`src/rtl/dispatcher_pkg.sv`:
```
// rtl/dispatcher_pkg.sv - shared defaults and types for the packet dispatcher
package dispatcher_pkg;

    localparam int PACKET_SIZE_DEFAULT = 8;
    localparam int NB_OUTPUTS_DEFAULT  = 4;
    localparam int ID_WIDTH_DEFAULT    = $clog2(NB_OUTPUTS_DEFAULT);

    typedef logic [PACKET_SIZE_DEFAULT-1:0] packet_t;
    typedef logic [ID_WIDTH_DEFAULT-1:0]    id_t;

endpackage

```
`src/rtl/dispatcher_slot.sv`:
```
// rtl/dispatcher_slot.sv - one output slot: registered packet and strobe, zeroed when not selected
module dispatcher_slot
    import dispatcher_pkg::*;
#(
    parameter int PACKET_SIZE = PACKET_SIZE_DEFAULT
) (
    input  logic                   clock,
    input  logic                   reset,
    input  logic [PACKET_SIZE-1:0] packet,
    input  logic                   match,
    output logic [PACKET_SIZE-1:0] packet_q,
    output logic                   strobe
);

    always_ff @(posedge clock) begin
        if (reset) begin
            packet_q <= '0;
            strobe   <= 1'b0;
        end else begin
            strobe   <= match;
            packet_q <= match ? packet : '0;
        end
    end

endmodule

```
`src/rtl/packet_dispatcher.sv`:
```
// rtl/packet_dispatcher.sv - routes one packet per cycle to the slot selected by id
module packet_dispatcher
    import dispatcher_pkg::*;
#(
    parameter  int NB_OUTPUTS  = NB_OUTPUTS_DEFAULT,
    parameter  int PACKET_SIZE = PACKET_SIZE_DEFAULT,
    localparam int ID_WIDTH    = $clog2(NB_OUTPUTS)
) (
    input  logic                              clock,
    input  logic                              reset,
    input  logic [PACKET_SIZE-1:0]            packetIn,
    input  logic                              valid,
    input  logic [ID_WIDTH-1:0]               id,
    output logic [NB_OUTPUTS*PACKET_SIZE-1:0] packetsOut,
    output logic [NB_OUTPUTS-1:0]             produced
);

    logic [NB_OUTPUTS-1:0] match;

    // An id beyond NB_OUTPUTS-1 matches no slot, so the packet is silently dropped.
    for (genvar i = 0; i < NB_OUTPUTS; i++) begin : g_slot
        assign match[i] = valid && (id == ID_WIDTH'(i));

        dispatcher_slot #(
            .PACKET_SIZE (PACKET_SIZE)
        ) u_slot (
            .clock    (clock),
            .reset    (reset),
            .packet   (packetIn),
            .match    (match[i]),
            .packet_q (packetsOut[i*PACKET_SIZE +: PACKET_SIZE]),
            .strobe   (produced[i])
        );
    end

endmodule

```
`config.mk`:
```
export PLATFORM = sky130hd
export DESIGN_NAME = packet_dispatcher
export DESIGN_NICKNAME = d
export VERILOG_FILES = /design/src/rtl/dispatcher_pkg.sv /design/src/rtl/dispatcher_slot.sv /design/src/rtl/packet_dispatcher.sv
export SDC_FILE = /design/constraint.sdc
export NUM_CORES = 1
export LEC_CHECK = 0
export ABC_AREA = 1
export BUFFER_PORTS_ARGS = -buffer_cell sky130_fd_sc_hd__buf_2
export CAP_MARGIN = 20
export CORE_UTILIZATION = 46
export CTS_CLUSTER_DIAMETER = 100
export DETAILED_ROUTE_END_ITERATION = 6
export HOLD_SLACK_MARGIN = 0.03
export PLACE_DENSITY = 0.8
export SLEW_MARGIN = 20
export SYNTH_ARGS = -nofsm -noshare
export SYNTH_HDL_FRONTEND = slang
export SYNTH_SLANG_ARGS = --single-unit
```
`constraint.sdc`:
```
create_clock -name clock -period 1.8 [get_ports clock]
set_clock_uncertainty 0.05 [all_clocks]
set_input_delay 0.27 -clock clock [delete_from_list [all_inputs] [get_ports clock]]
set_output_delay 0.27 -clock clock [all_outputs]
set_load 0.05 [all_outputs]
```
==> flow_metrics.py <==
metrics = {
    "drt": {
        "wl_um": 1900,
        "drc": 0,
        "drt-initial-drc-count": 8,
        "wl_per_cell_um": 10.8,
        "ant_nets": 0,
        "vias": 745,
        "dr.pass1.iters": 4,
        "via_per_inst": 4.26,
    },
    "global_route": {
        "gr-usage-met3": 0.111,
        "grtUsageTotal": 0.182,
        "antenna_found_initial": 0,
        "grt_pass1_vias": 631,
        "met2_usage": 0.285,
        "grt_pass1_wl_um": 2600,
        "grt_overflow_total": 0,
        "top_usage_layer": "met2",
        "grt_max_degree": 11,
        "met1_usage": 0.194,
    },
    "pwr": {
        "clkPwrFrac": 0.317,
        "switching_share": 0.243,
        "power_switching_uw": 330,
        "power-per-cell-area_nw_per_um2": 1060,
        "pwr-share-comb": 0.085,
        "seqPwrFrac": 0.599,
        "p_int_uw": 1030,
        "leakage_uw": 0.000737,
        "vdd_ir_drop_max_mv": 0.839,
    },
    "clock_tree": {
        "cts.clk_slew.worst_paths_ns": 0.10,
        "post-cts-setup-buffer-count": 0,
        "cts_sinks": 36,
        "cts-root-buf": "clkbuf_4",
        "postCtsHoldBufs": 0,
        "cts_tree": "done",
        "numCtsBuffers": 5,
        "cts.htree.levels": 2,
        "clock_path_buffers": 2,
        "ctsResizeCount": 0,
    },
    "finish": {
        "n_antenna_cell": 0,
        "drive_above_1_share": 0.405,
        "area_growth_syn_to_layout_pct": 30.8,
        "layout_commonest_cell": "buf_2",
        "fin_area_um2": 1290,
        "layout.nets": 160,
        "layout_common_cells": "buf_2 (48), dfxtp_1 (36), nor2_1 (27), inv_1 (14), nor3_1 (8)",
    },
    "critical_path": {
        "worst_path_max_delay_cell": "dfxtp_1",
        "critPathLaunch": "g_slot[3].u_slot.packet_q[7]",
        "crit_buf_inv": 1,
        "cp-end-kind": "output port",
        "required_ns": 1.48,
        "worst_ep_arrival_time_ns": 0.92,
        "worst_path_dominant_cell_family": "flip-flops",
        "worstSetupPathType": "flip-flop to output port",
        "cp-start-kind": "flip-flop",
        "cp_max_fo": 1,
        "crit_chain": "buf_2",
        "critPathMaxStageDelay_ns": 0.34,
    },
    "sta": {
        "hold_viol": 0,
        "setup_tns_ns": 0,
        "relSlewSlack": 0.778,
        "rsz0062_at_grt": "false",
        "min_period_over_period": 0.691,
        "final-setup-viol-count": 0,
        "slew_viol_final": 0,
        "max_freq_ghz": 0.804,
        "period_needed_ns": 1.24,
        "worst_slew_pin_slew_ns": 0.332,
    },
    "die": {
        "die_h_um": 48.2,
        "io_pins": 49,
        "initial_utilization": 0.496,
        "die_area_um2": 2330,
        "die_width_um": 48.2,
        "rows": 16,
        "core_area_um2": 1980,
    },
    "synth": {
        "ys_warn_count": 0,
        "synth_nets": 109,
        "synth_area_leader_cell": "dfxtp_1",
        "synth.area.top_cells": "dfxtp_1 (73%), nor2_1 (10%), inv_1 (5.3%), nor3_1 (4.1%), buf_4 (3.1%)",
        "synth_area_um2": 983,
        "avgSynthCellArea_um2": 10.2,
        "synth_cells": 96,
        "yosysSeqAreaShare": 0.733,
        "synth-seq-cells": 36,
        "synth_top_area_share": 0.733,
        "synth_cell_type_count": 9,
    },
    "job": {
        "max_cap_viol_count": 0,
    },
    "hold_path": {
        "hold_path.class": "primary input to flip-flop",
        "min-delay-start": "packetIn[6]",
        "min_to": "g_slot[2].u_slot.packet_q[6]",
        "hold_depth": 3,
    },
    "placement": {
        "gp_congestion": 0.623,
        "io_buffers": 48,
        "place_area_um2": 1230,
        "dpl.hpwl_um": 1400,
    },
    "run_status": {
        "status": "complete, no violations",
    },
}
==> per-layer routing <==
layer / share of wire / routed length (um)
met4: 0.0079 / 15
met1: 0.41 / 768
met2: 0.51 / 964
met3: 0.078 / 148
met5: 0 / 0
==> how the worst max path moves through the flow <==
stage | end | depth (start not counted) | slack (ns)
CTS | packetsOut[31] | 1 | 0.54
finish | packetsOut[31] | 1 | 0.56
detailed placement | g_slot[1].u_slot.packet_q[2] | 5 | 0.75
global route | packetsOut[31] | 1 | 0.49
floorplan | packetsOut[0] | 0 | 0.89
global placement | g_slot[1].u_slot.packet_q[4] | 5 | 0.78
==> cell type report <==
| class | count | area [um2] |
|---|---|---|
| Tap cell | 27 | 33.8 |
| Timing Repair Buffer | 48 | 240 |
| Multi-Input combinational cell | 41 | 176 |
| Sequential cell | 36 | 721 |
| Fill cell | 185 | 696 |
| Inverter | 15 | 56.3 |
| Clock buffer | 8 | 58.8 |
==> Yosys cell counts (all sizes together) <==
library cell and instances:
dfxtp 36, inv 15, nand2 5, nor2 28, buf 4, nor3 8
==> registers in the layout, summed over array words and instances, names as in the netlist <==
| name | flops |
|---|---|
| g_slot.u_slot.strobe | 4 |
| g_slot.u_slot.packet_q | 32 |
==> metrics by stage <==
stage | utilization | worst slack, ns | hold slack [ns] | power [uW] | instances
final | 0.649 | 0.556 | 0.146 | 1360 | 175
after global routing | 0.649 | 0.489 | 0.139 | 1420 | 175
after CTS | 0.649 | 0.536 | 0.134 | 1360 | 175
after detailed placement | 0.619 | 0.746 | 0.482 | 948 | 167
after global placement | 0.619 | 0.779 | 0.473 | 944 | 167
after floorplan | - | 0.893 | 0.384 | 914 | 96
==> cells by family after synthesis <==
logic type             count (synthesis)  synth area share
and+or+nand+nor                       41             0.179
DFF                                   36             0.733
buffers and inverters                 19            0.0878
==> power by group through the flow <==
stage	Combinational, uW	Clock (uW)	Sequential [uW]
2_1_floorplan	39.9	0	874
3_3_place_gp	113	0	832
3_5_place_dp	116	0	832
4_1_cts	116	434	813
5_1_grt	125	476	815
6_report	115	430	813
Power figures use the tool's default switching activity.
